[config.mk]
export PLATFORM = sky130hd
export DESIGN_NAME = multi_sync_debounce
export DESIGN_NICKNAME = d
export VERILOG_FILES = /design/src/rtl/multi_sync_debounce_pkg.sv /design/src/rtl/sync_debounce_channel.sv /design/src/rtl/multi_sync_debounce.sv
export SDC_FILE = /design/constraint.sdc
export NUM_CORES = 1
export LEC_CHECK = 0
export CORE_ASPECT_RATIO = 0.5
export CORE_UTILIZATION = 60
export DETAILED_ROUTE_END_ITERATION = 16
export GPL_TIMING_DRIVEN = 1
export PLACE_DENSITY = 0.79
export SLEW_MARGIN = 30
export SYNTH_ARGS = -nofsm -noshare
export SYNTH_HDL_FRONTEND = slang
export SYNTH_SLANG_ARGS = --single-unit
[constraint.sdc]
create_clock -name clk -period 4.3 [get_ports clk]
set_clock_uncertainty 0.2 [all_clocks]
set_input_delay 0.86 -clock clk [delete_from_list [all_inputs] [get_ports clk]]
set_output_delay 0.86 -clock clk [all_outputs]
set_load 0.01 [all_outputs]
[src/rtl/multi_sync_debounce_pkg.sv]
// Shared defaults, legal parameter ranges and the effective-limit rule for
// the multi-channel synchroniser/debouncer.
package multi_sync_debounce_pkg;

  localparam int unsigned CHANNELS_DEF   = 4;
  localparam int unsigned CHANNELS_MIN   = 1;
  localparam int unsigned CHANNELS_MAX   = 32;
  localparam int unsigned SYNC_STAGE_DEF = 2;
  localparam int unsigned SYNC_STAGE_MIN = 2;
  localparam int unsigned SYNC_STAGE_MAX = 4;
  localparam int unsigned CNT_W_DEF      = 16;
  localparam logic        INIT_SIGNAL_DEF = 1'b1;

  // A debounce_limit of zero behaves as a one-cycle window.
  localparam int unsigned MIN_EFF_LIMIT  = 1;

  typedef enum logic [1:0] {
    EDGE_NONE,
    EDGE_RISE,
    EDGE_FALL
  } edge_e;

endpackage

[src/rtl/sync_debounce_channel.sv]
// One channel: synchroniser chain, stability counter, debounced level and
// registered rise/fall pulses.
module sync_debounce_channel
  import multi_sync_debounce_pkg::*;
#(
  parameter int unsigned SYNC_STAGE  = SYNC_STAGE_DEF,
  parameter int unsigned CNT_W       = CNT_W_DEF,
  parameter logic        INIT_SIGNAL = INIT_SIGNAL_DEF
) (
  input  logic             clk,
  input  logic             reset,
  input  logic             signal_i,
  input  logic [CNT_W-1:0] debounce_limit_i,
  output logic             syn_signal_o,
  output logic             rise_pulse_o,
  output logic             fall_pulse_o,
  output logic             rise_next_o,
  output logic             fall_next_o
);

  logic [SYNC_STAGE-1:0] sync_q;
  logic                  level_q, level_d;
  logic [CNT_W-1:0]      cnt_q, cnt_d;
  logic                  rise_q, fall_q;
  logic                  sync_out;
  logic [CNT_W-1:0]      eff_limit;
  logic [CNT_W:0]        cnt_inc;
  edge_e                 edge_d;

  // Increment is computed one bit wider so the compare cannot see a wrap.
  always_comb begin
    sync_out  = sync_q[SYNC_STAGE-1];
    eff_limit = (debounce_limit_i == '0) ? CNT_W'(MIN_EFF_LIMIT) : debounce_limit_i;
    cnt_inc   = {1'b0, cnt_q} + {{CNT_W{1'b0}}, 1'b1};
    level_d   = level_q;
    cnt_d     = '0;
    edge_d    = EDGE_NONE;
    if (sync_out != level_q) begin
      if (cnt_inc >= {1'b0, eff_limit}) begin
        level_d = sync_out;
        edge_d  = sync_out ? EDGE_RISE : EDGE_FALL;
      end else begin
        cnt_d = cnt_inc[CNT_W-1:0];
      end
    end
  end

  always_ff @(posedge clk or posedge reset) begin
    if (reset) begin
      sync_q  <= {SYNC_STAGE{INIT_SIGNAL}};
      level_q <= INIT_SIGNAL;
      cnt_q   <= '0;
      rise_q  <= 1'b0;
      fall_q  <= 1'b0;
    end else begin
      sync_q  <= {sync_q[SYNC_STAGE-2:0], signal_i};
      level_q <= level_d;
      cnt_q   <= cnt_d;
      rise_q  <= (edge_d == EDGE_RISE);
      fall_q  <= (edge_d == EDGE_FALL);
    end
  end

  assign syn_signal_o = level_q;
  assign rise_pulse_o = rise_q;
  assign fall_pulse_o = fall_q;
  assign rise_next_o  = (edge_d == EDGE_RISE);
  assign fall_next_o  = (edge_d == EDGE_FALL);

endmodule

[src/rtl/multi_sync_debounce.sv]
// Bank of independent synchronise-and-debounce channels with a registered
// any-change flag aligned to the per-channel pulses.
module multi_sync_debounce
  import multi_sync_debounce_pkg::*;
#(
  parameter int unsigned CHANNELS    = CHANNELS_DEF,
  parameter int unsigned SYNC_STAGE  = SYNC_STAGE_DEF,
  parameter int unsigned CNT_W       = CNT_W_DEF,
  parameter logic        INIT_SIGNAL = INIT_SIGNAL_DEF
) (
  input  logic                clk,
  input  logic                reset,
  input  logic [CHANNELS-1:0] signal,
  input  logic [CNT_W-1:0]    debounce_limit,
  output logic [CHANNELS-1:0] syn_signal,
  output logic [CHANNELS-1:0] rise_pulse,
  output logic [CHANNELS-1:0] fall_pulse,
  output logic                any_change
);

  if (CHANNELS < CHANNELS_MIN || CHANNELS > CHANNELS_MAX ||
      SYNC_STAGE < SYNC_STAGE_MIN || SYNC_STAGE > SYNC_STAGE_MAX) begin : g_bad_param
    $error("multi_sync_debounce: CHANNELS or SYNC_STAGE out of range");
  end

  logic [CHANNELS-1:0] rise_next, fall_next;
  logic                any_change_q;

  for (genvar g = 0; g < CHANNELS; g++) begin : g_ch
    sync_debounce_channel #(
      .SYNC_STAGE (SYNC_STAGE),
      .CNT_W      (CNT_W),
      .INIT_SIGNAL(INIT_SIGNAL)
    ) u_ch (
      .clk             (clk),
      .reset           (reset),
      .signal_i        (signal[g]),
      .debounce_limit_i(debounce_limit),
      .syn_signal_o    (syn_signal[g]),
      .rise_pulse_o    (rise_pulse[g]),
      .fall_pulse_o    (fall_pulse[g]),
      .rise_next_o     (rise_next[g]),
      .fall_next_o     (fall_next[g])
    );
  end

  // Built from next-state pulses so it lands in the same cycle as them.
  always_ff @(posedge clk or posedge reset) begin
    if (reset) any_change_q <= 1'b0;
    else       any_change_q <= |(rise_next | fall_next);
  end

  assign any_change = any_change_q;

endmodule

== Word level (Yosys, flattened, before mapping) ==
Index checks and enable logic that the tools add are counted.

* Bits of input ports: 22
* Bits in registers: 85
* RAM bits: 0
* Latch bits: 0
* Memories kept: 0
* Bits in read-only memories: 0

* Shifts and indexed selects: 0
* Reduce and logical (&&, ||, !) cells: 6
* Order comparisons: 4
* Div/mod/pow operators: 0
* Equal/unequal tests: 12
* Multiplexer cells: 21
* $mul: 0
* Bitwise gates (word level): 1
* $add $sub $neg: 4

{| class="wikitable"
|+ Operator list
! operator !! number
|-
| $mux W16 || 9
|-
| $add A16 B1 Y17 const B || 4
|-
| $ge A17 B16 Y1 || 4
|-
| $mux W2 || 12
|-
| $logic_not A16 Y1 || 1
|-
| $eq A2 B1 Y1 const B || 4
|-
| $eq A2 B2 Y1 const B || 4
|-
| $reduce_and A2 Y1 || 4
|-
| $ne A1 B1 Y1 || 4
|-
| $or A4 B4 Y4 || 1
|-
| $reduce_or A4 Y1 || 1
|}

== Depth between registers and ports, before layout ==
Gate-level depths: netlist of the first run.

* Word-level depth: 8
* Depth in mapped cells: 15
* Mapped depth without buffers: 15

== By module ==
A second synthesis of the first run with hierarchy kept.

* Cell total of the unflattened synthesis: 573
* Area, all modules: 5950.7 um2

{| class="wikitable"
|+ By module, submodules not included
! module !! times used !! cells each !! area each (um2)
|-
| sync_debounce_channel || 4 || 142 || 1476.4
|-
| multi_sync_debounce || 1 || 5 || 45.0
|}

== Least setup slack after synthesis of the first run ==
OpenSTA, ideal clock, no wires.

* Path type: input -> register
* Start: input debounce_limit[9]
* End: register any_change_q, in the netlist any_change
* Path buffers: 0
* Arrival time: 2959 ps
* Required time: 3970 ps
* Path slack: 1011 ps
* Cell stages on the path: 11
* Cells stage by stage: nor4_1 > a41o_1 > ha_1 > nor2b_1 > o21ai_0 > a41oi_1 > a211oi_1 > nor2_1 > or3b_2 > ha_1 > nand4_1

* Longest elaborated chain between the ends: 8

{| class="wikitable"
|+ Ends and longest elaborated chain
! element !! RTL line !! source
|-
| start, declared || multi_sync_debounce.sv:14 || <nowiki>input logic [CNT_W-1:0] debounce_limit,</nowiki>
|-
| $logic_not A16 Y1 || sync_debounce_channel.sv:33 || <nowiki>eff_limit = (debounce_limit_i == '0) ? CNT_W'(MIN_EFF_LIMIT) : debounce_limit_i;</nowiki>
|-
| $mux W16 * || sync_debounce_channel.sv:33 ||
|-
| $ge A17 B16 Y1 || sync_debounce_channel.sv:39 || <nowiki>if (cnt_inc >= {1'b0, eff_limit}) begin</nowiki>
|-
| $mux W2 || sync_debounce_channel.sv:39 ||
|-
| $mux W2 || sync_debounce_channel.sv:38 || <nowiki>if (sync_out != level_q) begin</nowiki>
|-
| $eq A2 B1 Y1 / $eq A2 B2 Y1 (equally long branches) || sync_debounce_channel.sv:67, sync_debounce_channel.sv:68 ||
|-
| $or A4 B4 Y4 * || multi_sync_debounce.sv:50 || <nowiki>else any_change_q <= |(rise_next | fall_next);</nowiki>
|-
| $reduce_or A4 Y1 * || multi_sync_debounce.sv:50 ||
|-
| end signal, assigned || multi_sync_debounce.sv:50 ||
|-
| end, declared || multi_sync_debounce.sv:27 || <nowiki>logic any_change_q;</nowiki>
|}

Every way passes the cells marked *; elsewhere a longest branch is shown, timed or not.
A chain may end at the register's enable or synchronous reset.

== Final worst setup path of the first run ==
* Start: register g_ch[0].u_ch.cnt_q[0]
* End: register any_change_q, in the netlist any_change

* Longest elaborated chain between the ends: 7

{| class="wikitable"
|+ Ends and longest elaborated chain
! element !! RTL line !! source
|-
| start, declared || sync_debounce_channel.sv:23 || <nowiki>logic [CNT_W-1:0] cnt_q, cnt_d;</nowiki>
|-
| start signal, assigned || sync_debounce_channel.sv:58 || <nowiki>cnt_q <= cnt_d;</nowiki>
|-
| $add A16 B1 Y17 * || sync_debounce_channel.sv:34 || <nowiki>cnt_inc = {1'b0, cnt_q} + {{CNT_W{1'b0}}, 1'b1};</nowiki>
|-
| $ge A17 B16 Y1 * || sync_debounce_channel.sv:39 ||
|-
| $mux W2 * || sync_debounce_channel.sv:39 ||
|-
| $mux W2 * || sync_debounce_channel.sv:38 ||
|-
| $eq A2 B1 Y1 / $eq A2 B2 Y1 (equally long branches) || sync_debounce_channel.sv:67, sync_debounce_channel.sv:68 ||
|-
| $or A4 B4 Y4 * || multi_sync_debounce.sv:50 ||
|-
| $reduce_or A4 Y1 * || multi_sync_debounce.sv:50 ||
|}

Marked as above.

==> results.cfg, run 1 <==
[clocking]
cts-root-buf = clkbuf_16
clk_transition_reported_paths_ns = 0.06
cts_hold_buffers = 0
numCtsBuffers = 9
cts_tree = done
clkLatencyLatePin_ns = 0.35
cts_max_path_buffers = 2
cts_sinks = 85
post-cts-setup-buffers = 0
htree_levels = 3
cts_resized = 0

[drt]
postRouteWirelength_mm = 11.7
drc = 0
num_vias = 3962
drt-initial-drc-count = 224
drtPass1Iterations = 4
ant_nets = 0
post_drt_wl_per_cell_um = 16.9
viasPerCell = 5.71

[placement]
place_area_um2 = 5920
portBuffers = 34
gp_congestion = 0.871
dpl.cell_count = 678
dp_hpwl_mm = 8.66

[final_layout]
fin_cells = 694
n_fill_cell = 644
drive_above_1_share = 0.113
antennaDiodeCount = 0
finalNetCount = 670
final_util = 0.710
multi_input_area_um2 = 3150
final_area_um2 = 6270
regArea_um2 = 2140
area_growth_pct = 13.4

[synth]
synth_ff_type = dfrtp_1
synth_common_cells = 76 x ha_1, 73 x dfrtp_1, 39 x nor2b_1
yosysTopAreaCell = dfrtp_1
yosysUniqueCellTypes = 50
yosys-top-cells-area = dfrtp_1 33%, ha_1 17%, dfstp_2 5.7%, xnor2_1 5.2%, nor2b_1 4.4%
syn_area_um2 = 5530
seq_area_frac_synth = 0.387
synth_area_per_cell_um2 = 10.2
ys_async_sr_fraction = 1.00
synth_nets = 639
ys_ff_latch = 85
netlist_instances = 541
synth_top_area_share = 0.330
synth_edf_count = 0
synth.most_common_cell = ha_1
ys.warnings.count = 0

[die]
die_area_um2 = 9630
coreArea_um2 = 8830
initial_core_util = 0.626
die_height_um = 69.9
ioPinCount = 35
die_x_um = 138
num_rows = 24

[power_and_ir_drop]
leakagePower_nw = 3.04
power_density_nw_per_um2 = 302
vdd_drop_max_mv = 0.189

[global_route]
grt_max_degree = 52
antenna_found_initial = 0
groute.usage.overall = 0.271
overflow = 0
grt_pass1_vias = 3989
grt_pass1_wl_mm = 19.5

[sta]
period_share = 0.903
fin_crit_ns = 3.88
relSlewSlack = 0.576
setup_tns_ns = 0
rsz0062_at_grt = false
worst_pin_slew_ns = 0.636
holdWs_ns = 0.156
finalSetupViolCount = 0
finalHoldViolations = 0
slew_viol_final = 0
max_freq_mhz = 258

[setup_path]
worstSetupStartpointType = register
cp_data_arrival_time_ns = 3.91
endpoint_kind = register
critPathMaxFanout = 6
critPathRequiredTime_ns = 4.33
worstSetupPathType = register to register

[run]
maxCapViolCount = 0

[hold_path]
worstHoldPathType = register to register

[status]
status = completed
[critical path: stages (launching register included)]
cell	delay (ns)
dfrtp_1	0.46
ha_1	0.22
nand3_1	0.19
nor3_2	0.40
nand2_1	0.12
xnor2_1	0.16
ha_1	0.31
nand3_1	0.10
nor3_1	0.31
nand3_1	0.11
nand4_1	0.15
nor2_1	0.12
or3b_2	0.45
ha_1	0.35
nand4_1	0.10
[placed cells by master, fill, tap and decap left out, types with 25 or more instances in the layout]
| cell | Yosys | routed |
|---|---|---|
| xor2_1 | 27 | 27 |
| nor2b_1 | 39 | 39 |
| inv_1 | 29 | 28 |
| xnor2_1 | 33 | 33 |
| nand2_1 | 25 | 25 |
| ha_1 | 76 | 76 |
| nor2_1 | 30 | 30 |
| dfrtp_1 | 73 | 73 |
| clkdlybuf4s50_1 | 0 | 34 |
| nand3_1 | 34 | 34 |
[area by class of cell]
| class | instances | share of cell area |
|---|---|---|
| well taps | 117 | 0.0233 |
| repair buffers | 36 | 0.0587 |
| flip-flops and latches | 85 | 0.342 |
| inverters | 29 | 0.0178 |
| clock buffers | 11 | 0.0387 |
| multi-input cells | 411 | 0.503 |
| clock inverters | 5 | 0.0170 |
[state kept, by name, summed over array words and instances, names as in the netlist]
name / cells
g_ch.u_ch.sync_q: 8
g_ch.u_ch.cnt_q: 64
any_change: 1
g_ch.u_ch.rise_pulse_o: 4
g_ch.u_ch.syn_signal_o: 4
g_ch.u_ch.fall_pulse_o: 4
[logic make-up (layout without fill, tap and decap cells)]
| logic type | Yosys count | after routing | synth area share |
|---|---|---|---|
| DFF | 85 | 85 | 0.387 |
| adders and majority gates | 76 | 76 | 0.172 |
| buffers and inverters | 45 | 81 | 0.0423 |
| muxes | 4 | 4 | 0.00814 |
| and+or+nand+nor | 221 | 221 | 0.238 |
| xor gates and xnor gates | 60 | 60 | 0.0950 |
| AOI/OAI and AO/OA | 50 | 50 | 0.0577 |
[path summary, 6_finish.rpt]
check	from	endpoint	slack (ns)	depth (start not counted)
max in group asynchronous	reset	g_ch[3].u_ch.syn_signal_o	2.47	3
min	g_ch[0].u_ch.sync_q[0]	g_ch[0].u_ch.sync_q[1]	0.16	0
max	g_ch[0].u_ch.cnt_q[0]	any_change	0.42	14
min in group asynchronous	reset	g_ch[0].u_ch.cnt_q[11]	0.77	2
min reg2reg	g_ch[0].u_ch.sync_q[0]	g_ch[0].u_ch.sync_q[1]	0.16	0
max reg2reg	g_ch[0].u_ch.cnt_q[0]	any_change	0.42	14
[per-stage QoR]
| stage | setup slack, ns | power (mW) |
|---|---|---|
| after floorplan | 1.01 | 0.935 |
| after global placement | 0.313 | 0.990 |
| after detailed placement | 0.236 | 0.997 |
| after CTS | 0.418 | 1.90 |
| after global routing | 0.150 | 1.97 |
| final | 0.419 | 1.90 |
[routing by layer]
metal,vias up,track usage,wire length (um)
met3,23,0.0603,455
met5,-,0,0
li1,1941,-,-
met2,67,0.449,5550
met4,0,0.0918,266
met1,1931,0.350,5460
[report_power, final]
group | internal [mW] | switching [mW]
registers | 0.816 | 0.0145
logic | 0.0606 | 0.0916
clock network | 0.586 | 0.328
total | 1.46 | 0.434
Power figures use the tool's default switching activity.
==> run 2, diff against run 1 <==
- GPL_TIMING_DRIVEN: 1 -> 0
- HOLD_SLACK_MARGIN: default -> 0.1
==> results.cfg, run 2 (synthesis gave the netlist of run 1 again) <==
[status]
status = completed

[placement]
portBuffers = 34
dpl.cell_count = 693
gp_congestion = 0.824
place_area_um2 = 6050
dp_hpwl_mm = 8.61

[final_layout]
mostFrequentLayoutCells = 76 x ha_1, 73 x dfrtp_1, 39 x nor2b_1, 34 x nand3_1, 34 x clkdlybuf4s50_1
finalNetCount = 685
regArea_um2 = 2140
drive_above_1_share = 0.139
area_growth_pct = 15.5
final_area_um2 = 6390
fin_cells = 709
top_regs = g_ch.u_ch.cnt_q x64, g_ch.u_ch.sync_q x8
multi_input_area_um2 = 3160
final_util = 0.723
final_common_cell = ha_1
largest-register = g_ch.u_ch.cnt_q
n_fill_cell = 652
antennaDiodeCount = 0
largest_register_ffs = 64

[global_route]
grt_pass1_vias = 4072
overflow = 0
grt_pass1_wl_mm = 19.8
grt_max_degree = 65
antenna_found_initial = 0
groute.usage.overall = 0.273

[clocking]
post-cts-setup-buffers = 0
numCtsBuffers = 9
cts_hold_buffers = 0
cts_tree = done
clkLatencyLatePin_ns = 0.34
cts-root-buf = clkbuf_16
clk_transition_reported_paths_ns = 0.07
htree_levels = 3
cts_max_path_buffers = 2
cts_sinks = 85

[run]
maxCapViolCount = 0

[setup_path]
crit_chain = clkdlybuf4s50_1, nor4_1, a41o_1, ha_1, nor2b_1, o21ai_0, a41oi_1, a211oi_1, nor2_1, or3b_2, ha_1, nand4_1
endpoint_kind = register
critPathTopFamily = simple AND/OR/NAND/NOR gates
r2r_start = g_ch[0].u_ch.cnt_q[0]
critPathMaxFanout = 6
cp_common_cell = ha_1
worst-path-buf-inv = 1
reg2reg_setup_slack_ns = 0.39
r2r_end = any_change
cp_data_arrival_time_ns = 4.13
worstSetupPathType = input port to register
cp_slowest_cell = nor4_1
worstRegToRegCells = 14
crit_path_max_incr_delay_ns = 0.49
worstSetupStartpointType = input port
critPathRequiredTime_ns = 4.31

[die]
coreArea_um2 = 8830
ioPinCount = 35
die_height_um = 69.9
die_x_um = 138
initial_core_util = 0.626
die_area_um2 = 9630
num_rows = 24

[drt]
drtPass1Iterations = 4
drc = 0
num_vias = 4042
post_drt_wl_per_cell_um = 16.9
drt-initial-drc-count = 239
viasPerCell = 5.70
postRouteWirelength_mm = 12.0
ant_nets = 0

[hold_path]
whs_path_depth = 0
worstHoldPathType = register to register
hold_end = g_ch[3].u_ch.sync_q[1]
hold_start = g_ch[3].u_ch.sync_q[0]

[sta]
slew_viol_final = 0
relSlewSlack = 0.668
finalHoldViolations = 0
rsz0062_at_grt = false
period_share = 0.959
max_freq_mhz = 243
fin_crit_ns = 4.12
finalSetupViolCount = 0
worst_pin_slew_ns = 0.494

[power_and_ir_drop]
leakagePower_nw = 3.11
power_density_nw_per_um2 = 290
vdd_drop_max_mv = 0.225
[run 2: worst max-delay path by stage]
stage | startpoint | to | slack [ns] | depth (start not counted)
final | debounce_limit[5] | any_change | 0.18 | 12
after CTS | debounce_limit[5] | any_change | 0.23 | 12
after detailed placement | debounce_limit[5] | any_change | -0.11 | 12
after global routing | debounce_limit[5] | any_change | 0.04 | 12
after floorplan | debounce_limit[9] | any_change | 1.01 | 11
after global placement | reset | g_ch[1].u_ch.cnt_q[14] | -0.31 | 2
[run 2: where the power goes]
part           internal, mW  switching, mW
clock                 0.530          0.330
combinational        0.0649         0.0955
sequential            0.816         0.0142
total                  1.41          0.440
[run 2: layer usage]
metal,wire length (um),track usage,vias up,share of wire
met1,5580,0.361,1972,0.47
met3,491,0.0683,26,0.041
met4,259,0.104,0,0.022
li1,-,-,1964,-
met5,0,0,-,0
met2,5660,0.432,80,0.47
[run 2: layout make-up]
class | count | share of cell area
buffer | 16 | 0.0196
clock buffer | 10 | 0.0374
clock inverter | 6 | 0.0147
inverter | 29 | 0.0178
multi-input combinational | 411 | 0.495
sequential | 85 | 0.335
tap | 117 | 0.0229
timing repair buffer | 35 | 0.0576
[run 2: through the flow]
stage	TNS, ns	power [mW]	setup WS, ns	hold WS, ns
CTS	0	1.86	0.233	0.156
floorplan	0	0.935	1.01	0.145
detailed placement	-0.114	1.00	-0.114	0.147
global placement	-22.66	0.990	-0.311	0.146
global route	0	1.92	0.0370	0.159
finish	0	1.85	0.178	0.156
[run 2: timing repair]
item | 4_1_cts | 5_1_grt
endpoints found under the setup margin | 0 | 1
resized for setup | 0 | 1
hold endpoints to repair | 0 | 0
==> RTL edit (flow settings as in run 2) <==
Remove the register `any_change_q`: a continuous assignment takes its place, so the output `any_change` follows one clock earlier.
--- a/src/rtl/multi_sync_debounce.sv
+++ b/src/rtl/multi_sync_debounce.sv
@@ -47,6 +47,3 @@
   // Built from next-state pulses so it lands in the same cycle as them.
-  always_ff @(posedge clk or posedge reset) begin
-    if (reset) any_change_q <= 1'b0;
-    else       any_change_q <= |(rise_next | fall_next);
-  end
+  assign any_change_q = |(rise_next | fall_next);
 
Formal check against the unedited RTL: not equivalent (a bounded check fails within 4 cycles, from zero or initial values and one cycle with reset high).
==> RTL edit against run 2 <==
Sequential cell count is 1 lower. Critical path type is now flip-flop to output port. Worst setup slack worse by 0.66 ns. Total power is 0.56% higher. The run now ends with setup timing left. Die area is 0.44% lower. Design area is 10% higher. Routed wire length is 18% higher. Synthesized area is 0.45% lower. Non-clock buffer count is 39 higher.
==> RTL edit: results (changes against run 2) <==
* Metal1 wirelength: 5820 µm (was 5580 µm)
- DR WL met3: 960 µm (was 491 µm)
- The final layout net count was 723 (was 685).
- The portion of the post-synthesis area used by sequential elements came to 38.5% (was 38.7%).
- Tot GR Track Use: 29.9% (was 27.3%)
- Post-route setup slack: -0.485 ns (was 0.178 ns)
- Net switching power: 465 µW (was 440 µW)
- Peak supply drop: 0.000254 V (was 0.000225 V)
* Detailed-route wire length: 14,200 µm (was 12,000 µm)
- The checks that failed: setup timing.
* Resized Gates After CTS: 86 (was 0)
* First-pass GRT wire length: 21,400 µm (was 19,800 µm)
- The clock-cell share of area came to 4.52% (was 5.21%).
* Final setup violation count: 1 (was 0)
* Core box area: 8800 µm² (was 8830 µm²)
- Transition time at the pin with the least slew margin: 0.525 ns (was 0.494 ns)
- The total cell area at the placement stage came to 6020 µm² (was 6050 µm²).
* Count of plain and timing-repair buffers: 90 (was 51)
* Arrival time worst endpoint: 3.72 ns (was 4.13 ns)
- The post-synth net total was 638 (was 639).
* Via count: 4,533 (was 4,042)
- Placed wire-length estimate: 8450 µm (was 8610 µm)
* Peak fanout along the critical path: 4 (was 6)
- Area contributors post-synth: dfrtp_1 33%, ha_1 17%, dfstp_2 5.7%, xnor2_1 5.3%, nor2b_1 4.4% (was dfrtp_1 33%, ha_1 17%, dfstp_2 5.7%, xnor2_1 5.2%, nor2b_1 4.4%)
- The final weighted congestion in routability-driven placement is 0.814 (was 0.824).
- The area share of xor/xnor cells in the synthesized design came to 9.55% (was 9.50%).
- The met2 wirelength from detailed routing is 6780 µm (was 5660 µm).
* Ranking of synthesized cells by instance count: 76 x ha_1, 72 x dfrtp_1, 39 x nor2b_1, 34 x nand3_1, 33 x xnor2_1 (was 76 x ha_1, 73 x dfrtp_1, 39 x nor2b_1, 34 x nand3_1, 33 x xnor2_1)
- Synth Area in Compound Gates: 5.80% (was 5.77%)
- The fraction of the mapped netlist area in adder cells is 17.3% (was 17.2%).
- The met1 usage is 37.8% (was 36.1%).
- The number of flip-flops and latches was 84 (was 85).
* Portion of netlist area occupied by mux cells: 0.818% (was 0.814%)
* Worst setup slack after placement: -1.44 ns (was -0.114 ns)
* Detailed-routing iteration count for the pre-antenna-repair pass: 5 (was 4)
- The area taken by flip-flops and latches was 2120 µm² (was 2140 µm²).
- Outcome: finished with violations (was complete, no violations)
==> RTL edit: critical path, cell delays in order, from the launching register on <==
cell       delay (ns)
dfrtp_1          0.42
ha_4             0.19
nand3_4          0.11
buf_4            0.17
xnor2_1          0.21
ha_1             0.31
a21oi_1          0.16
o21ai_0          0.19
a2111oi_2        0.60
o2111ai_4        0.22
nand3b_1         0.17
inv_1            0.08
ha_4             0.30
nand4_1          0.08
buf_2            0.15
==> RTL edit: final timing paths <==
check                                                       from                                to  slack (ns)  cells after the start
worst max-delay path             g_ch[1].u_ch.cnt_q[0]$_DFF_PP0_                        any_change       -0.48                     14
worst min-delay path            g_ch[3].u_ch.sync_q[0]$_DFF_PP1_  g_ch[3].u_ch.sync_q[1]$_DFF_PP1_        0.16                      0
worst max register to register   g_ch[1].u_ch.cnt_q[0]$_DFF_PP0_   g_ch[1].u_ch.cnt_q[8]$_DFF_PP0_        0.59                     14
worst min register to register  g_ch[3].u_ch.sync_q[0]$_DFF_PP1_  g_ch[3].u_ch.sync_q[1]$_DFF_PP1_        0.16                      0
max in group asynchronous                                  reset  g_ch[2].u_ch.sync_q[0]$_DFF_PP1_        2.65                      3
min in group asynchronous                                  reset  g_ch[3].u_ch.cnt_q[15]$_DFF_PP0_        0.63                      2
==> RTL edit: power by group through the flow <==
stage                     registers, µW  logic (µW)  clock network, µW
after detailed placement            835         156                  0
after floorplan                     831        94.6                  0
final                               822         193                846
after CTS                           821         176                839
after global placement              834         147                  0
after global routing                823         211                886
==> RTL edit: stage by stage <==
stage | std cells | utilization [%]
4_1_cts | 735 | 77.4
2_1_floorplan | 540 | -
3_5_place_dp | 692 | 68.5
5_1_grt | 747 | 79.8
6_report | 747 | 79.8
3_3_place_gp | 691 | 68.1
